[src/rtl/alu_arbiter_if.sv]
// Purpose: bus bundle between the two ALU requesters, the alu_arbiter and the
// shared combinational ALU. Per-requester fields are packed {r1,r0}.
//   req_*   : request channel (valid/ready, opcode, operands, imm select)
//   rsp_*   : response channel (one-hot valid, shared data/flags/err)
//   alu_*   : operand/result wiring to the shared ALU
//   busy    : arbiter has an operation in flight
// Modports: slave = arbiter side, master = requesters + ALU side.
interface alu_arbiter_if;
  logic [1:0]  req_valid;
  logic [1:0]  req_ready;
  logic [9:0]  req_func;
  logic [63:0] req_in1;
  logic [63:0] req_in2;
  logic [63:0] req_imm_in;
  logic [1:0]  req_imm;
  logic [1:0]  rsp_valid;
  logic [1:0]  rsp_ready;
  logic [31:0] rsp_data;
  logic [5:0]  rsp_flags;
  logic        rsp_err;
  logic [4:0]  alu_func;
  logic [31:0] alu_in1;
  logic [31:0] alu_in2;
  logic [31:0] alu_imm_in;
  logic        alu_imm;
  logic [31:0] alu_outp;
  logic [5:0]  alu_flags;
  logic        busy;

  modport slave (
    input  req_valid, req_func, req_in1, req_in2, req_imm_in, req_imm,
    input  rsp_ready, alu_outp, alu_flags,
    output req_ready, rsp_valid, rsp_data, rsp_flags, rsp_err,
    output alu_func, alu_in1, alu_in2, alu_imm_in, alu_imm, busy
  );

  modport master (
    output req_valid, req_func, req_in1, req_in2, req_imm_in, req_imm,
    output rsp_ready, alu_outp, alu_flags,
    input  req_ready, rsp_valid, rsp_data, rsp_flags, rsp_err,
    input  alu_func, alu_in1, alu_in2, alu_imm_in, alu_imm, busy
  );
endinterface

[src/rtl/alu_arbiter.sv]
// Purpose: round-robin arbiter sharing one combinational ALU between r0
// (execute stage) and r1 (address/aux unit). One op in flight at a time:
// accept, hold registered operands on alu_* for ALU_WAIT cycles, capture the
// result and flags, then present them on the granted requester's response
// channel until consumed.
// Ports:
//   clk  : clock, rising edge
//   rst  : asynchronous reset, active-high
//   bus  : alu_arbiter_if.slave (request, response and ALU wiring, busy)
// Parameter:
//   ALU_WAIT : cycles operands sit on alu_* before capture (1..15)
//
// state | meaning
// IDLE  | waiting for a request; req_ready offered to the granted requester
// ISSUE | operands on alu_*, counting down wait_cnt before result capture
// RESP  | response valid to the granted requester, waiting for rsp_ready
module alu_arbiter #(
  parameter int unsigned ALU_WAIT = 1
) (
  input logic         clk,
  input logic         rst,
  alu_arbiter_if.slave bus
);

  typedef enum logic [1:0] {IDLE = 2'd0, ISSUE = 2'd1, RESP = 2'd2} state_t;

  localparam logic [3:0] WAIT_INIT = 4'(ALU_WAIT - 1);

  state_t      state_q, state_d;
  logic        last_grant_q;
  logic        grant_q;
  logic [3:0]  wait_cnt_q;
  logic        grant;
  logic        accept, legal, capture, rsp_done;
  logic [1:0]  req_ready_c;
  logic [4:0]  sel_func;
  logic [31:0] sel_in1, sel_in2, sel_imm_in;
  logic        sel_imm;

  logic [1:0]  rsp_valid_q;
  logic [31:0] rsp_data_q;
  logic [5:0]  rsp_flags_q;
  logic        rsp_err_q;
  logic [4:0]  alu_func_q;
  logic [31:0] alu_in1_q, alu_in2_q, alu_imm_in_q;
  logic        alu_imm_q;

  // Grant: sole valid requester wins; on a tie the one not served last wins.
  always_comb begin
    grant = bus.req_valid[1];
    if (bus.req_valid == 2'b11) grant = ~last_grant_q;
    sel_func   = grant ? bus.req_func[9:5]     : bus.req_func[4:0];
    sel_in1    = grant ? bus.req_in1[63:32]    : bus.req_in1[31:0];
    sel_in2    = grant ? bus.req_in2[63:32]    : bus.req_in2[31:0];
    sel_imm_in = grant ? bus.req_imm_in[63:32] : bus.req_imm_in[31:0];
    sel_imm    = grant ? bus.req_imm[1]        : bus.req_imm[0];
    // 5'h09 is a hole in the opcode map; 5'h0F and above are unused.
    legal = (sel_func <= 5'h08) || ((sel_func >= 5'h0A) && (sel_func <= 5'h0E));
  end

  always_comb begin
    state_d     = state_q;
    req_ready_c = 2'b00;
    accept      = 1'b0;
    capture     = 1'b0;
    rsp_done    = 1'b0;
    case (state_q)
      IDLE: begin
        if (|bus.req_valid) begin
          req_ready_c = grant ? 2'b10 : 2'b01;
          accept      = 1'b1;
          state_d     = legal ? ISSUE : RESP;
        end
      end
      ISSUE: begin
        if (wait_cnt_q == 4'd0) begin
          capture = 1'b1;
          state_d = RESP;
        end
      end
      RESP: begin
        // Only the granted requester's ready can retire the response.
        if (bus.rsp_ready[grant_q]) begin
          rsp_done = 1'b1;
          state_d  = IDLE;
        end
      end
      default: state_d = IDLE;
    endcase
  end

  always_ff @(posedge clk or posedge rst) begin
    if (rst) state_q <= IDLE;
    else     state_q <= state_d;
  end

  always_ff @(posedge clk or posedge rst) begin
    if (rst) begin
      last_grant_q <= 1'b1;
      grant_q      <= 1'b0;
      wait_cnt_q   <= 4'd0;
      rsp_valid_q  <= 2'b00;
      rsp_data_q   <= 32'd0;
      rsp_flags_q  <= 6'd0;
      rsp_err_q    <= 1'b0;
      alu_func_q   <= 5'd0;
      alu_in1_q    <= 32'd0;
      alu_in2_q    <= 32'd0;
      alu_imm_in_q <= 32'd0;
      alu_imm_q    <= 1'b0;
    end else begin
      if (accept) begin
        grant_q <= grant;
        if (legal) begin
          alu_func_q   <= sel_func;
          alu_in1_q    <= sel_in1;
          alu_in2_q    <= sel_in2;
          alu_imm_in_q <= sel_imm_in;
          alu_imm_q    <= sel_imm;
          wait_cnt_q   <= WAIT_INIT;
        end else begin
          // Illegal op is answered immediately; the ALU never sees it.
          rsp_data_q  <= 32'd0;
          rsp_flags_q <= 6'd0;
          rsp_err_q   <= 1'b1;
          rsp_valid_q <= grant ? 2'b10 : 2'b01;
        end
      end
      if (state_q == ISSUE && !capture) wait_cnt_q <= wait_cnt_q - 4'd1;
      if (capture) begin
        rsp_data_q  <= bus.alu_outp;
        rsp_flags_q <= bus.alu_flags;
        rsp_err_q   <= 1'b0;
        rsp_valid_q <= grant_q ? 2'b10 : 2'b01;
      end
      if (rsp_done) begin
        rsp_valid_q  <= 2'b00;
        last_grant_q <= grant_q;
      end
    end
  end

  assign bus.req_ready  = req_ready_c;
  assign bus.rsp_valid  = rsp_valid_q;
  assign bus.rsp_data   = rsp_data_q;
  assign bus.rsp_flags  = rsp_flags_q;
  assign bus.rsp_err    = rsp_err_q;
  assign bus.alu_func   = alu_func_q;
  assign bus.alu_in1    = alu_in1_q;
  assign bus.alu_in2    = alu_in2_q;
  assign bus.alu_imm_in = alu_imm_in_q;
  assign bus.alu_imm    = alu_imm_q;
  assign bus.busy       = (state_q != IDLE);

endmodule
[src/flat_wrapper.sv]
// flat-port wrapper written by rule: the top's interface ports become plain ports
module alu_arbiter_flat 
#(
  parameter int unsigned ALU_WAIT = 1
)
  (clk, rst, bus_req_valid, bus_req_func, bus_req_in1, bus_req_in2, bus_req_imm_in, bus_req_imm, bus_rsp_ready, bus_alu_outp, bus_alu_flags, bus_req_ready, bus_rsp_valid, bus_rsp_data, bus_rsp_flags, bus_rsp_err, bus_alu_func, bus_alu_in1, bus_alu_in2, bus_alu_imm_in, bus_alu_imm, bus_busy);
  alu_arbiter_if bus_i ();
  input logic clk;
  input logic rst;
  input wire logic [$bits(bus_i.req_valid)-1:0] bus_req_valid;
  input wire logic [$bits(bus_i.req_func)-1:0] bus_req_func;
  input wire logic [$bits(bus_i.req_in1)-1:0] bus_req_in1;
  input wire logic [$bits(bus_i.req_in2)-1:0] bus_req_in2;
  input wire logic [$bits(bus_i.req_imm_in)-1:0] bus_req_imm_in;
  input wire logic [$bits(bus_i.req_imm)-1:0] bus_req_imm;
  input wire logic [$bits(bus_i.rsp_ready)-1:0] bus_rsp_ready;
  input wire logic [$bits(bus_i.alu_outp)-1:0] bus_alu_outp;
  input wire logic [$bits(bus_i.alu_flags)-1:0] bus_alu_flags;
  output wire logic [$bits(bus_i.req_ready)-1:0] bus_req_ready;
  output wire logic [$bits(bus_i.rsp_valid)-1:0] bus_rsp_valid;
  output wire logic [$bits(bus_i.rsp_data)-1:0] bus_rsp_data;
  output wire logic [$bits(bus_i.rsp_flags)-1:0] bus_rsp_flags;
  output wire logic [$bits(bus_i.rsp_err)-1:0] bus_rsp_err;
  output wire logic [$bits(bus_i.alu_func)-1:0] bus_alu_func;
  output wire logic [$bits(bus_i.alu_in1)-1:0] bus_alu_in1;
  output wire logic [$bits(bus_i.alu_in2)-1:0] bus_alu_in2;
  output wire logic [$bits(bus_i.alu_imm_in)-1:0] bus_alu_imm_in;
  output wire logic [$bits(bus_i.alu_imm)-1:0] bus_alu_imm;
  output wire logic [$bits(bus_i.busy)-1:0] bus_busy;
  assign bus_i.req_valid = bus_req_valid;
  assign bus_i.req_func = bus_req_func;
  assign bus_i.req_in1 = bus_req_in1;
  assign bus_i.req_in2 = bus_req_in2;
  assign bus_i.req_imm_in = bus_req_imm_in;
  assign bus_i.req_imm = bus_req_imm;
  assign bus_i.rsp_ready = bus_rsp_ready;
  assign bus_i.alu_outp = bus_alu_outp;
  assign bus_i.alu_flags = bus_alu_flags;
  assign bus_req_ready = bus_i.req_ready;
  assign bus_rsp_valid = bus_i.rsp_valid;
  assign bus_rsp_data = bus_i.rsp_data;
  assign bus_rsp_flags = bus_i.rsp_flags;
  assign bus_rsp_err = bus_i.rsp_err;
  assign bus_alu_func = bus_i.alu_func;
  assign bus_alu_in1 = bus_i.alu_in1;
  assign bus_alu_in2 = bus_i.alu_in2;
  assign bus_alu_imm_in = bus_i.alu_imm_in;
  assign bus_alu_imm = bus_i.alu_imm;
  assign bus_busy = bus_i.busy;
  alu_arbiter #(.ALU_WAIT(ALU_WAIT)) u_core (.clk(clk), .rst(rst), .bus(bus_i));
endmodule
[config.mk]
export PLATFORM = sky130hd
export DESIGN_NAME = alu_arbiter_flat
export DESIGN_NICKNAME = d
export VERILOG_FILES = /design/src/rtl/alu_arbiter_if.sv /design/src/rtl/alu_arbiter.sv /design/src/flat_wrapper.sv
export SDC_FILE = /design/constraint.sdc
export NUM_CORES = 1
export LEC_CHECK = 0
export ABC_AREA = 1
export BUFFER_PORTS_ARGS = -buffer_cell sky130_fd_sc_hd__buf_2
export CORE_AREA = 2 2 152 154
export CTS_CLUSTER_SIZE = 8
export DETAILED_ROUTE_END_ITERATION = 6
export DIE_AREA = 0 0 154 156
export GPL_TIMING_DRIVEN = 0
export PLACE_DENSITY_LB_ADDON = 0.15
export SLEW_MARGIN = 20
export SYNTH_ARGS = -nofsm -noshare
export SYNTH_HDL_FRONTEND = slang
export SYNTH_SLANG_ARGS = --single-unit
export TNS_END_PERCENT = 100
[constraint.sdc]
create_clock -name clk -period 4.9 [get_ports clk]
set_clock_uncertainty 0.1 [all_clocks]
set_input_delay 0.245 -clock clk [delete_from_list [all_inputs] [get_ports clk]]
set_output_delay 0.245 -clock clk [all_outputs]
set_load 0.05 [all_outputs]
==> run_results.csv, run 1 <==
group,metric,value,unit
status,outcome,"complete, no violations",
floorplanning,core.rowCount,55,
pwr,swShare,52.2,%
logic_synthesis,ys.warnings.count,0,
critical_path,slowest_stage,"dfstp_2",
sta,period_share,53.2,%
clock_network,clk_path_buf_depth,2,
clock_network,htree_levels,4,
critical_path,r2r_cells,7,
logic_synthesis,synth.ff_latch_count,151,
sta,final-hold-violation-count,0,
grt,grtUsageTotal,19.2,%
sta,setup_tns,0,ps
route,highest_layer,"met4",
critical_path,cp_cell_sequence,"nand2_2, nand2_2, buf_6, buf_4, buf_2, nor2_1, buf_2",
floorplanning,pin_count,394,
critical_path,r2r_end,"u_core.bus.alu_imm_in[25]",
route,dr_wl_met2,11.5,mm
grt,grt_max_degree,78,
floorplanning,core,22400,sq um
pwr,p_clk_share,18.0,%
sta,fmax,0.384,GHz
critical_path,path_max_fanout,10,
cells_and_area,stdcell_count,1465,
floorplanning,die_h,156,microns
logic_synthesis,synth_top_flop_cell,"dfrtp_1",
pwr,vdd_drop_max,0.269,mV
logic_synthesis,syn_nets,957,
cells_and_area,drive_gt1_share,39.3,%
grt,antenna_found_initial,1,
floorplanning,die_x,154,microns
cells_and_area,fill_cells,2240,
grt,grt_pass1_wl,35.6,mm
sta,tightest_slew,608,ps
pwr,seq_power_share,28.4,%
clock_network,clk_latency,420,ps
placed_design,io_buffer_count,392,
logic_synthesis,avgSynthCellArea,9.59,sq um
sta,holdWs,13.6,ps
logic_synthesis,ys_seq_area_share,55.7,%
logic_synthesis,synthArstFlopShare,100,%
route,drc_errors,0,
route,ant_nets,0,
critical_path,cpLargestDelayFamily,"buffers and inverters",
critical_path,cp.required,4550,ps
route,wl_met3,1.21,mm
route,wirelength,23.2,mm
clock_network,cts_num_sinks,151,
critical_path,rrSetupSlack,2470,ps
logic_synthesis,syn_inst,708,
critical_path,r2r-start,"u_core.last_grant_q",
sta,rsz0062_at_grt,"no",
placed_design,hpwl,17.8,mm
min_path,hold_start,"bus_req_imm_in[36]",
cells_and_area,syn2layout_area_growth,50.3,%
min_path,holdPathStages,3,
sta,max-slew-margin-rel,59.4,%
sta,slew_viol_final,0,
sta,final-setup-viol-count,0,
pwr,comb_power_share,53.6,%
cells_and_area,final-seq-area,3780,sq um
floorplanning,dieArea,24000,sq um
placed_design,dpl.cell_count,1386,
min_path,holdPathEnd,"u_core.bus.alu_imm_in[4]",
clock_network,clk_pin_slew,70,ps
critical_path,critical_path_class,"reg2out",
cells_and_area,multi_input_area,2680,sq um
flow_run,cap_violations,0,
critical_path,crit_buf_inv,4,
pwr,powerDensity,722,nW/um^2
pwr,p_leak,5.91,nW
cells_and_area,final_util,45.6,%
grt,overflow,0,
route,drt_iter0_drc,235,
route,vias,6517,
logic_synthesis,synth_edf_count,0,
clock_network,cts_tree,"built",
pwr,power,7.36,mW
critical_path,worstSetupStartpointType,"register",
floorplanning,initial_utilization,30.3,%
critical_path,worst_ep_arrival_time,2260,ps
pwr,p_switching,3.84,mW
pwr,internal_power,3.52,mW
clock_network,cts_resized,0,
clock_network,cts_root_buf,"clkbuf_16",
grt,grt_pass1_vias,6463,
placed_design,gp_congestion,0.837,
route,wl_per_cell,15.9,microns
route,via_per_inst,4.45,
min_path,min_path_type,"in2reg",
route,wl_met1,9.92,mm
logic_synthesis,ys_types,25,
critical_path,endpoint_kind,"primary output",
clock_network,cts_buffers,17,
critical_path,cpPeakStageDelay,530,ps
route,firstDrtPassIters,4,
sta,period_needed,2610,ps
logic_synthesis,synth.cell_area,6790,sq um
cells_and_area,fin_nets,1416,
[flip-flops by register name, indices dropped and copies added (netlist names)]
signal,cells
u_core.wait_cnt_q,4
u_core.bus.alu_in2,32
u_core.bus.alu_func,5
u_core.state_q,2
u_core.bus.rsp_valid,2
u_core.bus.alu_imm_in,32
u_core.bus.alu_in1,32
u_core.grant_q,1
u_core.bus.alu_imm,1
u_core.last_grant_q,1
u_core.bus.rsp_data,32
u_core.bus.rsp_err,1
u_core.bus.rsp_flags,6
[cells in the final DEF, fill, tap and decap left out, types with 2 or more instances in the layout]
| cell type | n |
|---|---|
| buf_2 | 407 |
| nand2_1 | 254 |
| dfrtp_1 | 150 |
| mux2i_1 | 97 |
| o21ai_1 | 93 |
| dlygate4sd3_1 | 47 |
| inv_1 | 19 |
| clkbuf_16 | 17 |
| nand3_1 | 13 |
| buf_4 | 12 |
| clkbuf_1 | 12 |
| nor2_1 | 11 |
| o21ai_0 | 10 |
| inv_6 | 5 |
| buf_6 | 4 |
| clkinvlp_4 | 4 |
| a21oi_1 | 3 |
| nand2_2 | 2 |
| nand3b_1 | 2 |
| or2_2 | 2 |
| bufinv_16 | 2 |
[per-stage QoR]
step	worst slack, ps	instance area, sq um
final	2290	10200
after CTS	2230	10200
after floorplan	492	6790
after global placement	-1570	9110
after detailed placement	2490	9140
after global routing	2150	10200
[worst max-delay path by stage]
stage | startpoint | slack [ps] | to | cells past startpoint
detailed placement | u_core.last_grant_q | 2490 | u_core.bus.alu_in2[3] | 12
global placement | rst | -1570 | u_core.bus.alu_in1[14] | 2
floorplan | rst | 490 | u_core.bus.alu_func[0] | 1
CTS | u_core.last_grant_q | 2230 | bus_req_ready[1] | 7
global route | u_core.last_grant_q | 2150 | bus_req_ready[1] | 7
finish | u_core.last_grant_q | 2290 | bus_req_ready[1] | 7
[area by class of cell]
cell class              instances  area share (%)
diodes                          1          0.0245
plain buffers                  42            2.47
clock buffers                  19            4.34
clock inverters                12            1.40
inverters                      20           0.810
multi-input cells             495            26.3
flip-flops and latches        151            37.1
well taps                     285            3.50
repair buffers                440            24.1
[power groups by stage]
stage	sequential [mW]	combinational, mW	clock (mW)
after floorplan	3.96	1.03	0
after global placement	2.09	3.95	0
after detailed placement	2.10	3.97	0
after CTS	2.09	4.00	1.36
after global routing	2.16	4.21	1.41
final	2.09	3.95	1.32
[logic make-up (layout without fill, tap and decap cells)]
family / Yosys count / count (layout) / synth area share (%)
AO/OA/AOI/OAI: 109 / 109 / 8.15
XOR/XNOR: 2 / 2 / 0.258
flip-flops: 151 / 151 / 55.7
buffers and inverters: 62 / 533 / 4.81
other: 0 / 1 / 0
multiplexers: 97 / 97 / 14.3
adder cells (fa/ha/maj): 1 / 1 / 0.184
AND/OR/NAND/NOR: 286 / 286 / 16.6
[synthesized netlist by cell type (3+ instances only)]
master    count  share of area [%]
o21ai_1      93                6.9
nand2_1     254                 14
a21oi_1       3               0.22
nand3_1      13               0.96
buf_2        15                1.1
inv_1        20                1.1
o21ai_0      10               0.74
nor2_1       11               0.61
buf_6         4               0.66
clkbuf_1     11               0.61
dfrtp_1     150                 55
mux2i_1      97                 14
buf_4        12                1.3
[tightest hold or removal path: stages]
cell	delay, ps
buf_2	70
mux2i_1	50
o21ai_1	120
[metal layers]
metal / vias to the layer above / GRT usage, %
li1: 3242 / -
met2: 242 / 33.6
met1: 2999 / 23.7
met5: - / 0
met4: 0 / 7.39
met3: 34 / 3.31
[timing repair]
action / in CTS / in global routing
endpoints found under the hold margin: 117 / 0
hold buffers: 47 / 0
setup endpoints to repair: 0 / 0
setup buffers: 0 / 0
Note: power is estimated with default switching activity, not from simulation.
==> run 2, diff against run 1 <==
==> constraint.sdc (replaced) <==
create_clock -name clk -period 2.7 [get_ports clk]
set_clock_uncertainty 0.1 [all_clocks]
set_input_delay 0.135 -clock clk [delete_from_list [all_inputs] [get_ports clk]]
set_output_delay 0.135 -clock clk [all_outputs]
set_load 0.05 [all_outputs]
==> run 2 against run 1 <==
  * Global-route usage rose by 2.5 points
  * Sequential share of layout area fell by 5.9 points
  * Clock-buffer cell count increased by 1
  * Critical path type is now reg2reg
==> run_results.csv, run 2 (synthesis gave the netlist of run 1 again) <==
group,metric,value,unit
critical_path,cpLargestDelayFamily,"buffers and inverters",
placed_design,hpwl,18.1,mm
clock_network,clk_latency,420,ps
pwr,p_leak,6.72,nW
grt,grt_pass1_wl,40.7,mm
cells_and_area,design_area,12100,sq um
cells_and_area,final_util,54.3,%
route,via_per_inst,4.48,
critical_path,cp.required,2880,ps
pwr,vdd_drop_max,0.483,mV
grt,grt_pass1_vias,7763,
grt,grt_util_met1,25.0,%
route,vias,7422,
floorplanning,core,22400,sq um
sta,tightest_slew,966,ps
critical_path,crit_top_cell,"nand2_2",
grt,overflow,0,
pwr,powerDensity,1140,nW/um^2
cells_and_area,fin_nets,1605,
cells_and_area,final_cell_mix,"404 x buf_2, 254 x nand2_1, 232 x dlygate4sd3_1",
sta,period_needed,2580,ps
clock_network,htree_levels,4,
critical_path,path_max_fanout,10,
critical_path,cpPeakStageDelay,620,ps
grt,globalRouteMet2Util,38.9,%
placed_design,io_buffer_count,392,
grt,top_usage_layer,"met2",
clock_network,cts_buffers,17,
sta,max-slew-margin-rel,35.6,%
sta,final-setup-viol-count,0,
route,ant_nets,0,
floorplanning,initial_utilization,30.3,%
grt,grtUsageMet3,4.53,%
placed_design,placed_cell_area,9220,sq um
sta,period_share,95.5,%
route,drt_iter0_drc,315,
status,outcome,"complete, no violations",
min_path,min_path_type,"in2reg",
critical_path,rrSetupSlack,120,ps
sta,final-hold-violation-count,0,
floorplanning,core.rowCount,55,
placed_design,gp_congestion,0.808,
critical_path,crit_buf_inv,3,
critical_path,cp_cell_sequence,"nand2_2, nand2_2, buf_6, buf_2, mux2i_1, dlygate4sd3_1, o21ai_1",
clock_network,clk_path_buf_depth,2,
floorplanning,pin_count,394,
cells_and_area,drive_gt1_share,34.1,%
route,wl_per_cell,15.8,microns
sta,fmax,0.388,GHz
floorplanning,die_x,154,microns
clock_network,clk_pin_slew,70,ps
clock_network,cts_num_sinks,151,
route,wirelength,26.2,mm
grt,antenna_found_initial,1,
cells_and_area,fill_cells,2031,
critical_path,worst_ep_arrival_time,2760,ps
cells_and_area,syn2layout_area_growth,78.8,%
clock_network,postCtsSetupRepairBufs,0,
critical_path,endpoint_kind,"register",
sta,rsz0062_at_grt,"no",
route,firstDrtPassIters,5,
grt,grtUsageTotal,21.7,%
floorplanning,dieArea,24000,sq um
grt,grt_max_degree,33,
clock_network,cts_tree,"built",
sta,holdWs,10.2,ps
clock_network,cts_root_buf,"clkbuf_16",
pwr,power,13.8,mW
critical_path,worstSetupStartpointType,"register",
critical_path,critical_path_class,"reg2reg",
floorplanning,die_h,156,microns
sta,slew_viol_final,0,
critical_path,slowest_stage,"dlygate4sd3_1",
cells_and_area,final_common_cell,"buf_2",
route,drc_errors,0,
flow_run,cap_violations,0,
## run 2: per-stage QoR
stage	worst slack (ps)	std cells	TNS (ps)
after floorplan	558	708	0
after global placement	-538	1385	-78560
after detailed placement	165	1390	0
after CTS	40.3	1654	0
after global routing	17.6	1655	0
final	121	1655	0
## run 2: final timing paths
path	start	endpoint	depth (start not counted)
hold reg to reg	u_core.bus.rsp_data[14]	u_core.bus.rsp_data[14]	2
setup / recovery	u_core.last_grant_q	u_core.bus.alu_in1[10]	7
setup reg to reg	u_core.last_grant_q	u_core.bus.alu_in1[10]	7
min in group asynchronous	rst	u_core.bus.rsp_data[29]	3
max in group asynchronous	rst	u_core.bus.alu_imm_in[26]	6
hold / removal	bus_req_func[3]	u_core.bus.alu_func[3]	5
## run 2: layout make-up
class / instances / area [sq um] / share of cell area [%]
timing repair buffer: 629 / 4390 / 36.2
sequential: 151 / 3780 / 31.1
multi-input combinational: 495 / 2680 / 22.1
clock buffer: 20 / 447 / 3.68
tap: 285 / 357 / 2.94
buffer: 42 / 259 / 2.13
clock inverter: 12 / 143 / 1.18
inverter: 20 / 78.8 / 0.649
antenna: 1 / 2.50 / 0.0206
## run 2: worst min-delay path, cell delays in order
cell and delay, ps:
buf_2 90, inv_1 40, nand2_1 40, nand2_1 100
o21ai_1 80
## run 2: layer usage
layer	vias to the layer above	part of all wire [%]
met5	-	0
met4	0	3.4
met3	59	5.8
met2	291	51
met1	3442	40
li1	3630	-
## run 2: power by group
part / total, mW / switching (mW) / internal (mW)
clock: 2.42 / 1.01 / 1.40
sequential: 3.78 / 0.500 / 3.28
combinational: 7.62 / 5.59 / 2.03
## run 2: timing repair
| action | in CTS | in global routing |
|---|---|---|
| hold buffers | 232 | 0 |
| endpoints found under the hold margin | 158 | 0 |
| endpoints found under the setup margin | 0 | 16 |
| resized for setup | 0 | 5 |
==> run 3, diff against run 2 <==
--- a/config.mk
+++ b/config.mk
@@ -7,12 +7,14 @@
 export LEC_CHECK = 0
 export ABC_AREA = 1
 export BUFFER_PORTS_ARGS = -buffer_cell sky130_fd_sc_hd__buf_2
-export CORE_AREA = 2 2 152 154
+export CELL_PAD_IN_SITES_DETAIL_PLACEMENT = 0
+export CELL_PAD_IN_SITES_GLOBAL_PLACEMENT = 1
+export CORE_AREA = 2 2 151 153
 export CTS_CLUSTER_SIZE = 8
 export DETAILED_ROUTE_END_ITERATION = 6
-export DIE_AREA = 0 0 154 156
+export DIE_AREA = 0 0 153 155
 export GPL_TIMING_DRIVEN = 0
-export PLACE_DENSITY_LB_ADDON = 0.15
+export PLACE_DENSITY_LB_ADDON = 0.1
 export SLEW_MARGIN = 20
 export SYNTH_ARGS = -nofsm -noshare
 export SYNTH_HDL_FRONTEND = slang
==> run 3 against run 2 <==
  * Global-route usage is 0.23 points higher
  * Die area decreased by 1.3%
  * Worst setup slack worse by 8.5 ps
  * Worst hold slack better by 16 ps
  * Final area grew 0.36%
  * Sequential cell count is the same
  * Non-clock buffer count up 4
  * Clock-buffer cell count did not move
  * Combinational power is essentially flat
  * Critical path type unchanged
  * Largest cell class unchanged
  * Highest routed layer is now met5
==> run_results.csv, run 3 (synthesis gave the netlist of run 1 again) <==
group,metric,value,unit
status,outcome,"complete, no violations",
sta,max-slew-margin-rel,59.8,%
cells_and_area,syn2layout_area_growth,79.5,%
grt,overflow,0,
sta,final-hold-violation-count,0,
critical_path,slowest_stage,"dlygate4sd3_1",
clock_network,clk_path_buf_depth,2,
placed_design,gp_congestion,0.763,
sta,final-setup-viol-count,0,
floorplanning,die_x,153,microns
critical_path,rrSetupSlack,110,ps
sta,fmax,0.386,GHz
sta,rsz0062_at_grt,"yes",
route,wl_per_cell,15.5,microns
cells_and_area,final_cell_mix,"404 x buf_2, 254 x nand2_1, 236 x dlygate4sd3_1",
grt,grt_pass1_wl,41.1,mm
sta,tightest_slew,603,ps
critical_path,worst_ep_arrival_time,2790,ps
critical_path,crit_buf_inv,4,
clock_network,cts_buffers,17,
clock_network,cts_root_buf,"clkbuf_16",
placed_design,hpwl,18.7,mm
min_path,holdPathEnd,"u_core.bus.alu_func[2]",
clock_network,htree_levels,4,
sta,period_needed,2590,ps
floorplanning,initial_utilization,30.5,%
sta,holdWs,25.8,ps
route,via_per_inst,4.47,
sta,slew_viol_final,0,
sta,period_share,95.9,%
floorplanning,pin_count,394,
floorplanning,die_h,155,microns
clock_network,postCtsSetupRepairBufs,0,
critical_path,endpoint_kind,"register",
flow_run,cap_violations,0,
route,drc_errors,0,
critical_path,path_max_fanout,10,
route,vias,7426,
critical_path,cpLargestDelayFamily,"buffers and inverters",
critical_path,crit_top_cell,"nand2_2",
placed_design,pre_cts_slack,349,ps
pwr,power,13.8,mW
critical_path,critical_path_class,"reg2reg",
min_path,min_path_type,"in2reg",
floorplanning,core.rowCount,55,
sta,timing.final.ws_setup,112,ps
route,firstDrtPassIters,5,
pwr,p_leak,6.75,nW
floorplanning,core,22200,sq um
critical_path,r2r_end,"u_core.bus.alu_in2[30]",
floorplanning,dieArea,23700,sq um
cells_and_area,drive_gt1_share,34.1,%
route,ant_nets,0,
grt,antenna_found_initial,3,
min_path,holdPathStages,5,
critical_path,cp_cell_sequence,"nand2_2, nand2_2, buf_6, buf_4, clkbuf_4, mux2i_1, dlygate4sd3_1, o21ai_1",
pwr,vdd_drop_max,0.439,mV
grt,grt_pass1_vias,7804,
cells_and_area,final_common_cell,"buf_2",
clock_network,cts_num_sinks,151,
placed_design,io_buffer_count,392,
cells_and_area,final_util,54.8,%
clock_network,cts_tree,"built",
route,wirelength,25.8,mm
critical_path,cp.required,2900,ps
min_path,hold_start,"bus_req_func[2]",
cells_and_area,stdcell_count,1660,
critical_path,r2r-start,"u_core.last_grant_q",
clock_network,clk_latency,420,ps
placed_design,dpl.cell_count,1390,
pwr,powerDensity,1130,nW/um^2
route,drt_iter0_drc,258,
critical_path,r2r_cells,8,
cells_and_area,fin_nets,1609,
grt,grt_max_degree,33,
critical_path,worstSetupStartpointType,"register",
clock_network,clk_pin_slew,70,ps
critical_path,cpPeakStageDelay,560,ps
grt,grtUsageTotal,22.0,%
[run 3: worst max path at each step]
stage,from,to,slack (ps),depth (start not counted)
after floorplan,rst,u_core.bus.alu_func[0],560,1
after global placement,rst,u_core.bus.alu_imm,-590,2
after detailed placement,u_core.last_grant_q,u_core.bus.alu_imm_in[19],350,12
after CTS,u_core.last_grant_q,u_core.bus.alu_imm_in[12],30,8
after global routing,u_core.last_grant_q,u_core.bus.alu_imm_in[8],-10,8
final,u_core.last_grant_q,u_core.bus.alu_in2[30],110,8
[run 3: layout make-up]
class	instances	area, sq um
clock inverter	12	141
timing repair buffer	633	4420
multi-input combinational	495	2680
clock buffer	20	457
fill	2094	10000
tap	285	357
antenna	2	5.00
buffer	42	259
sequential	151	3780
inverter	20	78.8
[run 3: what timing repair did]
action,in CTS,in global routing
hold endpoints to repair,200,0
hold buffers,236,0
setup endpoints to repair,0,9
resized for setup,0,4
[run 3: through the flow]
step | area (sq um) | setup TNS (ps)
2_1_floorplan | 6790 | 0
3_3_place_gp | 9110 | -85820
3_5_place_dp | 9210 | 0
4_1_cts | 12200 | 0
5_1_grt | 12200 | -29.7
6_report | 12200 | 0
[run 3: worst min-delay path, stage by stage]
cell and delay, ps:
buf_2 100, inv_1 50, nand2_1 40, nand2_1 90, o21ai_1 70
[run 3: layer usage]
metal / wire length, microns / track usage (%) / vias to the layer above
met1: 10300 / 25.3 / 3447
met3: 1750 / 6.27 / 56
met5: 13 / 0 / -
li1: - / - / 3641
met2: 12900 / 38.6 / 280
met4: 856 / 8.86 / 2
[run 3: report_power, final]
group	internal, mW	switching, mW	total (mW)
Combinational	2.04	5.55	7.59
Clock	1.42	0.989	2.41
Sequential	3.28	0.512	3.79
Total	6.75	7.05	13.8
